### config.mk
export PLATFORM = sky130hd
export DESIGN_NAME = branch_snapshot_stack_flat
export DESIGN_NICKNAME = d
export VERILOG_FILES = /design/src/rtl/branch_snapshot_stack_pkg.sv /design/src/rtl/branch_snapshot_stack_if.sv /design/src/rtl/branch_snapshot_stack_psel_gen.sv /design/src/rtl/branch_snapshot_stack.sv /design/src/flat_wrapper.sv
export SDC_FILE = /design/constraint.sdc
export NUM_CORES = 1
export LEC_CHECK = 0
export ABC_AREA = 1
export ABC_CLOCK_PERIOD_IN_PS = 5190
export CORE_ASPECT_RATIO = 2
export CORE_MARGIN = 2
export CORE_UTILIZATION = 55
export DETAILED_ROUTE_END_ITERATION = 10
export PLACE_DENSITY = 0.74
export SYNTH_ARGS = -nofsm -noshare
export SYNTH_HDL_FRONTEND = slang
export SYNTH_SLANG_ARGS = --single-unit
### constraint.sdc
create_clock -name i_clock -period 5.19 [get_ports i_clock]
set_input_delay 1.038 -clock i_clock [delete_from_list [all_inputs] [get_ports i_clock]]
set_output_delay 1.038 -clock i_clock [all_outputs]
set_load 0.03 [all_outputs]
### src/rtl/branch_snapshot_stack_pkg.sv
// branch_snapshot_stack_pkg: shared sizes, entry types and retire-mask helper for the branch snapshot stack
package branch_snapshot_stack_pkg;
  localparam int DEPTH = 4;
  localparam int PR_SZ = 64;
  localparam int N = 2;
  localparam int PR_IDX = $clog2(PR_SZ);
  localparam int NUM_BITS = $clog2(N + 1);
  typedef logic [DEPTH-1:0] branch_mask_t;
  typedef logic [PR_SZ-1:0] free_list_t;
  typedef logic [N-1:0][PR_IDX-1:0] retire_regs_t;
  typedef struct packed {
    logic         valid;
    branch_mask_t tag;
    branch_mask_t dep_mask;
    free_list_t   snap;
  } branch_stack_entry_t;
  // only the low-index num entries of regs are live
  function automatic free_list_t retire_vec(input retire_regs_t regs, input logic [NUM_BITS-1:0] num);
    retire_vec = '0;
    for (int i = 0; i < N; i++)
      if (i < int'(num)) retire_vec[regs[i]] = 1'b1;
  endfunction
endpackage

### src/rtl/branch_snapshot_stack_if.sv
// branch_snapshot_stack_if: dispatch/resolve/retire bus of the branch snapshot stack
// master = dispatch/execute/retire side, slave = the stack
// Optional BRANCH_STACK_STATS_EN adds stat_mispredicts / stat_full_cycles.
interface branch_snapshot_stack_if;
  import branch_snapshot_stack_pkg::*;
  logic                alloc_valid;
  free_list_t          alloc_free_list;
  branch_mask_t        alloc_tag;
  logic                full;
  branch_mask_t        branch_mask;
  retire_regs_t        phys_regs_retiring;
  logic [NUM_BITS-1:0] num_retiring_valid;
  logic                resolve_valid;
  branch_mask_t        resolve_tag;
  logic                resolve_mispredict;
  logic                restore_flag;
  free_list_t          free_list_restore;
  branch_mask_t        squash_mask;
`ifdef BRANCH_STACK_STATS_EN
  logic [31:0]         stat_mispredicts;
  logic [31:0]         stat_full_cycles;
  modport master(output alloc_valid, alloc_free_list, phys_regs_retiring, num_retiring_valid,
                 resolve_valid, resolve_tag, resolve_mispredict,
                 input alloc_tag, full, branch_mask, restore_flag, free_list_restore, squash_mask,
                 stat_mispredicts, stat_full_cycles);
  modport slave(input alloc_valid, alloc_free_list, phys_regs_retiring, num_retiring_valid,
                resolve_valid, resolve_tag, resolve_mispredict,
                output alloc_tag, full, branch_mask, restore_flag, free_list_restore, squash_mask,
                stat_mispredicts, stat_full_cycles);
`else
  modport master(output alloc_valid, alloc_free_list, phys_regs_retiring, num_retiring_valid,
                 resolve_valid, resolve_tag, resolve_mispredict,
                 input alloc_tag, full, branch_mask, restore_flag, free_list_restore, squash_mask);
  modport slave(input alloc_valid, alloc_free_list, phys_regs_retiring, num_retiring_valid,
                resolve_valid, resolve_tag, resolve_mispredict,
                output alloc_tag, full, branch_mask, restore_flag, free_list_restore, squash_mask);
`endif
endinterface

### src/rtl/branch_snapshot_stack_psel_gen.sv
// branch_snapshot_stack_psel_gen: priority selector granting up to REQS lowest-index requests
// i_req: request vector; o_gnt: REQS one-hot grants packed low grant first
module branch_snapshot_stack_psel_gen #(
  parameter int WIDTH = 4,
  parameter int REQS = 1
) (
  input  logic [WIDTH-1:0]      i_req,
  output logic [REQS*WIDTH-1:0] o_gnt
);
  logic [WIDTH-1:0] w_rem [REQS+1];
  assign w_rem[0] = i_req;
  for (genvar g = 0; g < REQS; g++) begin : g_sel
    logic [WIDTH-1:0] w_g;
    assign w_g = w_rem[g] & (-w_rem[g]);
    assign o_gnt[g*WIDTH +: WIDTH] = w_g;
    assign w_rem[g+1] = w_rem[g] & ~w_g;
  end
endmodule

### src/rtl/branch_snapshot_stack.sv
// branch_snapshot_stack: in-flight branch tracker holding a free-list snapshot per branch
// i_clock, i_reset_n (sync active-low); bus: slave side of branch_snapshot_stack_if
// Optional BRANCH_STACK_STATS_EN adds saturating mispredict / full-stall counters.
module branch_snapshot_stack
  import branch_snapshot_stack_pkg::*;
(
  input logic                    i_clock,
  input logic                    i_reset_n,
  branch_snapshot_stack_if.slave bus
);
  branch_stack_entry_t r_ent [DEPTH];
  branch_stack_entry_t w_nxt [DEPTH];
  branch_mask_t w_valid, w_grant, w_sq, w_cor_tag, r_sq;
  free_list_t w_ret, w_snap_res, r_restore;
  logic w_res_ok, w_mis, w_cor, w_full, w_alloc, r_flag;
  branch_snapshot_stack_psel_gen #(.WIDTH(DEPTH), .REQS(1)) u_psel (
    .i_req(~w_valid),
    .o_gnt(w_grant)
  );
  always_comb begin
    w_valid = '0;
    for (int i = 0; i < DEPTH; i++) w_valid[i] = r_ent[i].valid;
  end
  // resolves naming an empty slot or several slots are dropped
  assign w_res_ok = bus.resolve_valid & $onehot(bus.resolve_tag) & |(bus.resolve_tag & w_valid);
  assign w_mis = w_res_ok & bus.resolve_mispredict;
  assign w_cor = w_res_ok & ~bus.resolve_mispredict;
  assign w_cor_tag = w_cor ? bus.resolve_tag : '0;
  assign w_full = &w_valid | r_flag;
  assign w_alloc = bus.alloc_valid & ~w_full & ~w_mis;
  assign w_ret = retire_vec(bus.phys_regs_retiring, bus.num_retiring_valid);
  always_comb begin
    w_sq = '0;
    w_snap_res = '0;
    for (int i = 0; i < DEPTH; i++) begin
      w_sq[i] = w_mis & r_ent[i].valid & (r_ent[i].tag == bus.resolve_tag || |(r_ent[i].dep_mask & bus.resolve_tag));
      w_snap_res = w_snap_res | ((r_ent[i].valid && r_ent[i].tag == bus.resolve_tag) ? r_ent[i].snap : '0);
    end
  end
  always_comb begin
    for (int i = 0; i < DEPTH; i++) begin
      w_nxt[i] = r_ent[i];
      w_nxt[i].snap = r_ent[i].snap | w_ret;
      w_nxt[i].dep_mask = r_ent[i].dep_mask & ~w_cor_tag;
      w_nxt[i].valid = r_ent[i].valid & ~w_sq[i] & ~|(r_ent[i].tag & w_cor_tag);
      if (w_alloc && w_grant[i])
        w_nxt[i] = '{valid: 1'b1, tag: branch_mask_t'(1 << i), dep_mask: w_valid & ~w_cor_tag,
                     snap: bus.alloc_free_list | w_ret};
    end
  end
  always_ff @(posedge i_clock) begin
    if (!i_reset_n) begin
      for (int i = 0; i < DEPTH; i++) r_ent[i] <= '0;
      r_flag <= 1'b0;
      r_restore <= '0;
      r_sq <= '0;
    end else begin
      for (int i = 0; i < DEPTH; i++) r_ent[i] <= w_nxt[i];
      r_flag <= w_mis;
      r_restore <= w_mis ? (w_snap_res | w_ret) : '0;
      r_sq <= w_sq;
    end
  end
  assign bus.alloc_tag = w_alloc ? w_grant : '0;
  assign bus.full = w_full;
  assign bus.branch_mask = w_valid;
  assign bus.restore_flag = r_flag;
  assign bus.free_list_restore = r_restore;
  assign bus.squash_mask = r_sq;
`ifdef BRANCH_STACK_STATS_EN
  logic [31:0] r_stat_mis, r_stat_full;
  always_ff @(posedge i_clock) begin
    if (!i_reset_n) begin
      r_stat_mis <= '0;
      r_stat_full <= '0;
    end else begin
      r_stat_mis <= r_stat_mis + {31'b0, w_mis & ~&r_stat_mis};
      r_stat_full <= r_stat_full + {31'b0, bus.alloc_valid & w_full & ~&r_stat_full};
    end
  end
  assign bus.stat_mispredicts = r_stat_mis;
  assign bus.stat_full_cycles = r_stat_full;
`endif
  a_resolve_onehot: assert property (@(posedge i_clock) disable iff (!i_reset_n)
    bus.resolve_valid |-> $onehot(bus.resolve_tag));
endmodule

### src/flat_wrapper.sv
// flat-port wrapper written by rule: the top's interface ports become plain ports
module branch_snapshot_stack_flat import branch_snapshot_stack_pkg::*;
  (i_clock, i_reset_n, bus_alloc_valid, bus_alloc_free_list, bus_phys_regs_retiring, bus_num_retiring_valid, bus_resolve_valid, bus_resolve_tag, bus_resolve_mispredict, bus_alloc_tag, bus_full, bus_branch_mask, bus_restore_flag, bus_free_list_restore, bus_squash_mask);
  branch_snapshot_stack_if bus_i ();
  input logic i_clock;
  input logic i_reset_n;
  input wire logic [$bits(bus_i.alloc_valid)-1:0] bus_alloc_valid;
  input wire logic [$bits(bus_i.alloc_free_list)-1:0] bus_alloc_free_list;
  input wire logic [$bits(bus_i.phys_regs_retiring)-1:0] bus_phys_regs_retiring;
  input wire logic [$bits(bus_i.num_retiring_valid)-1:0] bus_num_retiring_valid;
  input wire logic [$bits(bus_i.resolve_valid)-1:0] bus_resolve_valid;
  input wire logic [$bits(bus_i.resolve_tag)-1:0] bus_resolve_tag;
  input wire logic [$bits(bus_i.resolve_mispredict)-1:0] bus_resolve_mispredict;
  output wire logic [$bits(bus_i.alloc_tag)-1:0] bus_alloc_tag;
  output wire logic [$bits(bus_i.full)-1:0] bus_full;
  output wire logic [$bits(bus_i.branch_mask)-1:0] bus_branch_mask;
  output wire logic [$bits(bus_i.restore_flag)-1:0] bus_restore_flag;
  output wire logic [$bits(bus_i.free_list_restore)-1:0] bus_free_list_restore;
  output wire logic [$bits(bus_i.squash_mask)-1:0] bus_squash_mask;
  assign bus_i.alloc_valid = bus_alloc_valid;
  assign bus_i.alloc_free_list = bus_alloc_free_list;
  assign bus_i.phys_regs_retiring = bus_phys_regs_retiring;
  assign bus_i.num_retiring_valid = bus_num_retiring_valid;
  assign bus_i.resolve_valid = bus_resolve_valid;
  assign bus_i.resolve_tag = bus_resolve_tag;
  assign bus_i.resolve_mispredict = bus_resolve_mispredict;
  assign bus_alloc_tag = bus_i.alloc_tag;
  assign bus_full = bus_i.full;
  assign bus_branch_mask = bus_i.branch_mask;
  assign bus_restore_flag = bus_i.restore_flag;
  assign bus_free_list_restore = bus_i.free_list_restore;
  assign bus_squash_mask = bus_i.squash_mask;
  branch_snapshot_stack u_core (.i_clock(i_clock), .i_reset_n(i_reset_n), .bus(bus_i));
endmodule
==> Implementation_results.wiki <==
{| class="wikitable"
! Metric !! Value
|-
| Result of the run || completed
|-
| Total I/O pin count || 165
|-
| Die area || 0.03450 mm2
|-
| Insertion delay of the later-clocked pin in the worst-skew pair || 580 ps
|-
| Logic gate share of total power || 0.127
|-
| Most common cell after layout, fill and taps aside || sky130_fd_sc_hd__nor2_1
|-
| Per-cell routed wire length || 18.17 um
|-
| Switching share of power || 0.2685
|-
| Total negative setup slack || 0 ps
|-
| Cell types with the largest area share after synthesis || sky130_fd_sc_hd__dfxtp_1 (39%), sky130_fd_sc_hd__nor2_1 (20%), sky130_fd_sc_hd__nand2_1 (15%)
|-
| Final period demand of the worst path || 4620 ps
|-
| Initial cell density of the core || 0.5541
|-
| Wire length of the first global-routing pass || 93.80 mm
|-
| Part of the power in registers || 0.465
|-
| Power per Cell Area || 295.9 mW/mm2
|-
| Least setup slack across all paths after layout || 570.5 ps
|-
| Internal || 4.515 mW
|-
| Overall overflow remaining after global route || 0
|-
| Upper clock frequency limit || 216.5 MHz
|-
| Final hold slack || 443.4 ps
|-
| Switching power summed over all nets || 1.657 mW
|-
| Setup Skew || 9.442 ps
|-
| Fraction of synthesized cell area taken by the top area cell type || 0.3856
|-
| Maximum number of pins on one net before global-route repair || 138
|-
| Post-synthesis average cell area || 6.387 um2
|-
| GR Util All Layers || 0.3373
|-
| Share of the clock period used by the worst path after layout || 0.8901
|-
| Via count || 19130
|-
| Critical path capture point type || output pin
|-
| Vias per cell || 5.749
|-
| #FFs+latches synth || 349
|-
| Sequential share of the synthesized area || 0.3856
|-
| Cell leakage power || 9.718 nW
|-
| Final Total Pwr || 6.173 mW
|-
| Crit path launch type || input port
|-
| Fraction of final layout cells with drive strength greater than 1 || 0.08221
|-
| WS Path Type || in2out
|-
| Synthesized netlist net count || 2930
|-
| Layout-stage area growth over the synthesis result || 15.14%
|-
| Netlist cell types || 41
|-
| Number of DRC markers in iteration 0 || 1921
|-
| Required arrival time at the worst endpoint || 4150 ps
|-
| Final slew viol count || 0
|-
| Post-synth top area cell || sky130_fd_sc_hd__dfxtp_1
|-
| Total number of nets in the final design || 2964
|-
| Routed WL || 60.48 mm
|-
| RSZ-0062 raised after global routing || false
|-
| CTS-repair resized insts || 0
|-
| Relative max-transition margin || 0.1614
|-
| Die boundary width || 132.3 um
|-
| Post-synthesis async set-or-reset flop share || 0
|-
| Number of antenna violations at the first check in global routing || 2
|-
| Number of input and output port buffers inserted || 164
|-
| CTS Root Cell || sky130_fd_sc_hd__clkbuf_16
|-
| Number of hold buffers added after CTS || 0
|-
| Crit-path max FO || 8
|-
| Via count of the first global-routing pass || 18020
|-
| Residual antenna-violating net count after detailed routing || 0
|-
| Transition at the pin with the smallest max-transition slack || 1253 ps
|-
| DRC violations left || 0
|-
| Final setup viols || 0
|-
| Netlist area before placement || 0.01812 mm2
|-
| Clock tree from TritonCTS || done
|-
| Number of buffers on the longest clock path || 3
|-
| Pre-CTS setup slack || 585.4 ps
|-
| H-tree depth || 1
|-
| Final weighted congestion in routability-driven placement || 0.9094
|-
| Part of the power in the clock network || 0.408
|-
| Chip height || 260.7 um
|-
| Number of filler cells placed in the layout || 3042
|-
| Final HPWL DP || 35.51 mm
|-
| Clock transition at the registers of the reported paths || 70 ps
|-
| Hold Fails Final Rpt || 0
|-
| Number of placement rows || 94
|-
| Worst Hold Class || reg2reg
|-
| Gate count of the mapped netlist || 2837
|-
| Number of setup buffers added after CTS || 0
|-
| Number of CTS-inserted buffers || 31
|-
| Router iterations before antenna repair || 6
|-
| Maximum VDD drop || 0.0002814 V
|-
| Clock sink count || 349
|-
| Core Footprint || 0.03270 mm2
|-
| Warnings, synthesis || 0
|-
| Maximum Capacitance Violations || 0
|-
| EDFF count, synth || 0
|-
| Leading cell types in the layout, fill and taps excluded || sky130_fd_sc_hd__nor2_1 (945), sky130_fd_sc_hd__nand2_1 (703), sky130_fd_sc_hd__dfxtp_1 (346), sky130_fd_sc_hd__nand4_1 (198), sky130_fd_sc_hd__nand3_1 (171)
|-
| Endpoint arrival time on the critical path || 3580 ps
|-
| Main synth FF type || sky130_fd_sc_hd__dfxtp_1
|}
-- power by group through the flow --
stage	Clock, mW	Combinational, mW	Sequential [mW]
after floorplan	0	0.537	2.90
after global placement	0	0.747	2.92
after detailed placement	0	0.765	2.93
after CTS	2.53	0.769	2.87
after global routing	2.63	0.858	2.88
final	2.52	0.785	2.87
-- synth_stat cells (9+ instances only) --
master                     instances
sky130_fd_sc_hd__nor2_1          945
sky130_fd_sc_hd__nand2_1         708
sky130_fd_sc_hd__dfxtp_1         349
sky130_fd_sc_hd__nand4_1         198
sky130_fd_sc_hd__nand3_1         172
sky130_fd_sc_hd__clkbuf_1         90
sky130_fd_sc_hd__inv_1            60
sky130_fd_sc_hd__buf_2            54
sky130_fd_sc_hd__o21ai_2          39
sky130_fd_sc_hd__o211ai_1         27
sky130_fd_sc_hd__or2_2            26
sky130_fd_sc_hd__or2_4            22
sky130_fd_sc_hd__buf_1            20
sky130_fd_sc_hd__nand2_2          15
sky130_fd_sc_hd__or2_1            14
sky130_fd_sc_hd__buf_4            13
sky130_fd_sc_hd__inv_2            13
sky130_fd_sc_hd__a21oi_1           9
-- state kept, by name, summed over array words and instances, names as in the netlist --
name,flops
u_core.r_ent,280
u_core.bus.squash_mask,4
u_core.bus.free_list_restore,64
u_core.bus.restore_flag,1
-- through the flow --
step                      cells  utilization  cell area (um2)
after floorplan            2837            -            18120
after global placement     3270       0.6043            19760
after detailed placement   3270       0.6043            19760
after CTS                  3327       0.6380            20860
after global routing       3328       0.6380            20860
final                      3328       0.6380            20860
-- worst max-delay path: stages --
cell,delay (ps)
sky130_fd_sc_hd__clkdlybuf4s50_1,480
sky130_fd_sc_hd__inv_1,90
sky130_fd_sc_hd__ha_1,310
sky130_fd_sc_hd__ha_1,220
sky130_fd_sc_hd__fa_1,480
sky130_fd_sc_hd__nor2_1,110
sky130_fd_sc_hd__nand2_1,150
sky130_fd_sc_hd__nor2_8,210
sky130_fd_sc_hd__nand2_4,130
sky130_fd_sc_hd__nand3_4,100
sky130_fd_sc_hd__inv_1,80
sky130_fd_sc_hd__buf_4,170
-- logic make-up after synthesis --
| group | count (synthesis) | synth area share |
|---|---|---|
| compound gates | 88 | 0.03833 |
| simple gates | 2133 | 0.5065 |
| buf+inv | 261 | 0.06505 |
| flops | 349 | 0.3856 |
| fa+ha+maj | 6 | 0.004558 |
-- per-layer routing --
layer / routed length (um) / track usage / vias up / part of all wire
li1: - / - / 9115 / -
met2: 29140 / 0.5859 / 1013 / 0.48
met1: 21860 / 0.3759 / 8734 / 0.36
met5: 19 / 0 / - / 0.00031
met3: 5318 / 0.05051 / 270 / 0.088
met4: 4135 / 0.2389 / 2 / 0.068
-- worst paths after layout --
path | cells after the start | slack [ps] | end | from
worst max-delay path | 12 | 570 | bus_alloc_tag[3] | bus_resolve_tag[2]
worst min-delay path | 2 | 440 | u_core.r_ent[0][64] | u_core.r_ent[0][64]
worst max register to register | 7 | 2260 | u_core.r_ent[1][34] | u_core.r_ent[1][72]
worst min register to register | 2 | 440 | u_core.r_ent[0][64] | u_core.r_ent[0][64]
-- final cells by class --
class / count / area [um2] / area share
antenna: 1 / 2.502 / 0.0001200
clock buffer: 43 / 900.9 / 0.04318
clock inverter: 14 / 200.2 / 0.009596
inverter: 75 / 284.0 / 0.01361
multi-input combinational: 2227 / 10060 / 0.4823
sequential: 349 / 6990 / 0.3351
tap: 432 / 540.5 / 0.02591
timing repair buffer: 187 / 1881 / 0.09015
Note: power is estimated with default switching activity, not from simulation.
